**config.mk**
```make
export PLATFORM = sky130hd
export DESIGN_NAME = gt_uint_serial
export DESIGN_NICKNAME = d
export VERILOG_FILES = /design/src/rtl/gt_uint_serial_pkg.sv /design/src/rtl/gt_uint_serial_cell.sv /design/src/rtl/gt_uint_serial.sv
export SDC_FILE = /design/constraint.sdc
export NUM_CORES = 1
export LEC_CHECK = 0
export BUFFER_PORTS_ARGS = -buffer_cell sky130_fd_sc_hd__buf_2
export CAP_MARGIN = 20
export CORE_MARGIN = 5
export CORE_UTILIZATION = 33
export DETAILED_ROUTE_END_ITERATION = 16
export PLACE_DENSITY = 0.5
export SLEW_MARGIN = 20
export SYNTH_ARGS = -nofsm -noshare
export SYNTH_HDL_FRONTEND = slang
export SYNTH_SLANG_ARGS = --single-unit
export TNS_END_PERCENT = 1
```
**constraint.sdc**
```tcl
create_clock -name clk -period 2.4 [get_ports clk]
set_input_delay 0.36 -clock clk [delete_from_list [all_inputs] [get_ports clk]]
set_output_delay 0.36 -clock clk [all_outputs]
set_load 0.05 [all_outputs]
```
**src/rtl/gt_uint_serial_pkg.sv**
```systemverilog
// rtl/gt_uint_serial_pkg.sv - shared state encoding and sizing helper for gt_uint_serial
package gt_uint_serial_pkg;

  typedef enum logic [1:0] {
    ST_IDLE = 2'd0,
    ST_RUN  = 2'd1,
    ST_DONE = 2'd2
  } state_e;

  // Digit counter width: clog2 of the digit count, never below one bit.
  function automatic int cnt_width(input int width, input int digit);
    int n;
    n = width / digit;
    return (n <= 1) ? 1 : $clog2(n);
  endfunction

endpackage

```
**src/rtl/gt_uint_serial_cell.sv**
```systemverilog
// rtl/gt_uint_serial_cell.sv - one-bit borrow cell for b - a with borrow-in
module gt_uint_serial_cell (
  input  logic a,
  input  logic b,
  input  logic bin,
  output logic bout
);

  assign bout = (~b & a) | (~(b ^ a) & bin);

endmodule

```
**src/rtl/gt_uint_serial.sv**
```systemverilog
// rtl/gt_uint_serial.sv - bit-serial unsigned A > B, DIGIT bits per cycle, LSB first
module gt_uint_serial
  import gt_uint_serial_pkg::*;
#(
  parameter int WIDTH = 32,
  parameter int DIGIT = 1
) (
  input  logic             clk,
  input  logic             rst_n,
  input  logic             in_valid,
  output logic             in_ready,
  input  logic [WIDTH-1:0] A,
  input  logic [WIDTH-1:0] B,
  output logic             out_valid,
  input  logic             out_ready,
  output logic             Y
);

  localparam int N  = WIDTH / DIGIT;
  localparam int CW = cnt_width(WIDTH, DIGIT);

  if (WIDTH % DIGIT != 0) begin : g_bad_digit
    $error("gt_uint_serial: WIDTH must be a multiple of DIGIT");
  end

  state_e           state_q, state_d;
  logic [WIDTH-1:0] sa_q, sa_d;
  logic [WIDTH-1:0] sb_q, sb_d;
  logic             br_q, br_d;
  logic [CW-1:0]    cnt_q, cnt_d;
  logic             y_q, y_d;

  // Borrow ripples from bit 0 upward; chain[DIGIT] is this cycle's borrow-out.
  logic [DIGIT:0] chain;
  assign chain[0] = br_q;

  for (genvar i = 0; i < DIGIT; i++) begin : g_cell
    gt_uint_serial_cell u_cell (
      .a    (sa_q[i]),
      .b    (sb_q[i]),
      .bin  (chain[i]),
      .bout (chain[i+1])
    );
  end

  always_comb begin
    state_d = state_q;
    sa_d    = sa_q;
    sb_d    = sb_q;
    br_d    = br_q;
    cnt_d   = cnt_q;
    y_d     = y_q;
    case (state_q)
      ST_IDLE: begin
        if (in_valid) begin
          sa_d    = A;
          sb_d    = B;
          br_d    = 1'b0;
          cnt_d   = '0;
          state_d = ST_RUN;
        end
      end
      ST_RUN: begin
        br_d = chain[DIGIT];
        sa_d = sa_q >> DIGIT;
        sb_d = sb_q >> DIGIT;
        if (cnt_q == CW'(N - 1)) begin
          y_d     = chain[DIGIT];
          state_d = ST_DONE;
        end else begin
          cnt_d = cnt_q + 1'b1;
        end
      end
      ST_DONE: begin
        if (out_ready) begin
          state_d = ST_IDLE;
        end
      end
      default: state_d = ST_IDLE;
    endcase
  end

  always_ff @(posedge clk or negedge rst_n) begin
    if (!rst_n) begin
      state_q <= ST_IDLE;
      sa_q    <= '0;
      sb_q    <= '0;
      br_q    <= 1'b0;
      cnt_q   <= '0;
      y_q     <= 1'b0;
    end else begin
      state_q <= state_d;
      sa_q    <= sa_d;
      sb_q    <= sb_d;
      br_q    <= br_d;
      cnt_q   <= cnt_d;
      y_q     <= y_d;
    end
  end

  assign in_ready  = (state_q == ST_IDLE);
  assign out_valid = (state_q == ST_DONE);
  assign Y         = y_q;

endmodule
```
==> metrics.md <==
| Metric | Value |
|---|---|
| Placed Area | `between 3000 and 4000 um2` |
| Final hold vios | `0` |
| Fmax | `roughly 530 MHz` |
| Crit end category | `flip-flop` |
| Cts repair resizes | `0` |
| Die footprint | `12600 um2` |
| Clock Latency Late Sink | `0.34 ns` |
| Crit path launch type | `flip-flop` |
| Status | `complete, no violations` |
| Register area share after synthesis | `52.8%` |
| Max capacitance violation total | `0` |
| Total Power | `roughly 4.8 mW` |
| Sink Count | `73` |
| Share of post-route cells with drive strength above 1 | `between 20% and 30%` |
| WL/cell | `about 13 um` |
| VDD IR-drop max | `around 0.62 mV` |
| Post-Syn Area per Cell | `10.7 um2` |
| DP HPWL | `a little under 5000 um` |
| Total number of yosys warnings | `0` |
| Synth Instances | `323` |
| Pwr dens | `around 1200 nW/um2` |
| Initial DRT Pass Iterations | `4` |
| Die Span Y | `between 100 and 150 um` |
| Final worst-path cycle share | `about four fifths` |
| CTS tree | `built` |
| Area grow syn2layout | `19.1%` |
| Slew Limit Fails | `0` |
| Antenna viol nets, final | `0` |
| Setup WS post-layout | `just over 0.5 ns` |
| Root Driver | `clkbuf_8` |
| Crit Path Category | `flip-flop to flip-flop` |
| Final core area utilization | `about two fifths` |
| RSZ-0062 raised after global routing | `no` |
| # IOs | `between 70 and 80` |
| Post-Layout Cell Count | `approximately 530` |
| Initial antenna violation count | `0` |
| Worst Skew | `roughly 0.013 ns` |
| Initial DRC Count | `100` |
| Via count of the routed design | `around 2400` |
| Die width | `about 110 um` |
| # DRC | `0` |
| Post-CTS Setup Inserts | `0` |
| Final Wtd Congestion | `0.711` |
| Dpl ws | `approximately 0.43 ns` |
| Layout fillers | `~1000` |
| LEAKAGE | `2.20 nW` |
| Worst-margin pin slew | `approximately 1 ns` |
| Yosys cell types | `29` |
| Slew headroom | `between 30% and 40%` |
| Deepest clock path buffer count | `2` |
| WHS | `0.0198 ns` |
| Setup TNS | `0 ns` |
| Largest net degree at the start of global routing | `51` |
| Core Footprint | `between 10000 and 15000 um2` |
| Number of vias per cell | `about 4.6` |
| DRT Wirelength | `~7000 um` |
| Post-cts hold buffer count | `0` |
| Mapped Area | `roughly 3500 um2` |
| Max Fanout on Critical Path | `7` |
| Commonest non-fill, non-tap cell in the layout | `dfrtp_1` |
| Min-delay worst type | `input pin to async pin` |
| Clock transition at path regs | `roughly 0.080 ns` |
| Final Cell Area | `4120 um2` |
| First-pass GRT wire length | `roughly 12000 um` |
| Number of placement rows | `37` |
| PortBufs | `70` |
| Minimum clock period | `roughly 1.9 ns` |
| CTS buffer count | `9` |
| Starting density of the core | `between 30% and 40%` |
| Worst path required time | `around 2.7 ns` |
| Gr ovfl total | `0` |
| Diodes inserted | `0` |
| Final setup fails | `0` |
| Critical Path AT | `~2.2 ns` |
| Total track usage | `11.6%` |
| Net Count, Synth | `394` |
| H-tree depth | `3` |
| Vias in the first global route | `roughly 2400` |
| Dpl cells | `about 510` |
| Most frequent cells in the layout | `73 x dfrtp_1, 69 x buf_2, 65 x nand2_1` |
| Nets | `about 460` |
| Yosys reg bits | `73` |
## layer usage
metal  track usage (%)  share of wire [%]  vias to the layer above  wire (um)
li1                  -                  -                     1251          -
met1              16.1                 49                     1106       3450
met5                 0                  0                        -          0
met2              17.6                 45                       43       3170
met4              5.05                1.6                        0        114
met3              2.43                3.9                        9        271
## worst paths after layout
kind,to,start,cells past startpoint,slack (ns)
min in group clk,sb_q[13],B[13],3,0.29
min,sa_q[6],rst_n,1,0.02
max in group asynchronous,cnt_q[3],rst_n,2,1.77
min reg2reg,sb_q[23],sb_q[23],2,0.48
max reg2reg,cnt_q[2],cnt_q[0],6,0.51
max,cnt_q[2],cnt_q[0],6,0.51
## critical path, cell delays in order (launching register included)
cell and delay [ns]:
dfrtp_1 0.41, ha_1 0.23, and3_1 0.19, ha_1 0.26
nor3b_1 0.47, a21oi_1 0.13, a21oi_1 0.12
## state kept, by name, summed over array words and instances (netlist names)
| register | flops |
|---|---|
| Y | 1 |
| br_q | 1 |
| cnt_q | 5 |
| sa_q | 32 |
| sb_q | 32 |
| state_q | 2 |
## cell families (layout without fill, tap and decap cells)
| family | count (synthesis) | after routing | share of synthesized area (%) |
|---|---|---|---|
| flip-flops | 73 | 73 | 52.8 |
| adder cells (fa/ha/maj) | 3 | 3 | 1.09 |
| multiplexers | 62 | 62 | 18.0 |
| AO/OA/AOI/OAI | 81 | 81 | 13.1 |
| AND/OR/NAND/NOR | 78 | 78 | 9.41 |
| buffers and inverters | 26 | 96 | 5.65 |
## layout make-up
cell class | instances | area (um2) | area share (%)
clock inverter | 5 | 62.6 | 1.52
multi-input combinational | 224 | 1450 | 35.3
clock buffer | 11 | 151 | 3.68
sequential | 73 | 1830 | 44.3
timing repair buffer | 77 | 443 | 10.8
tap | 136 | 170 | 4.13
inverter | 3 | 11.3 | 0.273
## cell usage after synthesis, drive strengths merged
master / n / area, um2
dfrtp: 73 / 1830
nand2: 65 / 244
o21ai: 64 / 339
mux2i: 62 / 621
buf: 15 / 153
a21oi: 8 / 40.0
clkbuf: 8 / 31.3
a22o: 4 / 35.0
nor2b: 4 / 25.0
ha: 3 / 37.5
inv: 3 / 11.3
a21o: 2 / 15.0
nor2: 2 / 7.51
a31oi: 1 / 6.26
and2b: 1 / 7.51
and3: 1 / 6.26
nand2b: 1 / 6.26
nand3: 1 / 5.00
nand4b: 1 / 8.76
nor3b: 1 / 7.51
o21bai: 1 / 7.51
o311ai: 1 / 8.76
or2b: 1 / 7.51
## where the power goes
part	switching (mW)	internal, mW
Combinational	0.957	0.842
Clock	0.464	0.542
Sequential	0.274	1.76
Total	1.69	3.15
Note: power is estimated with default switching activity, not from simulation.
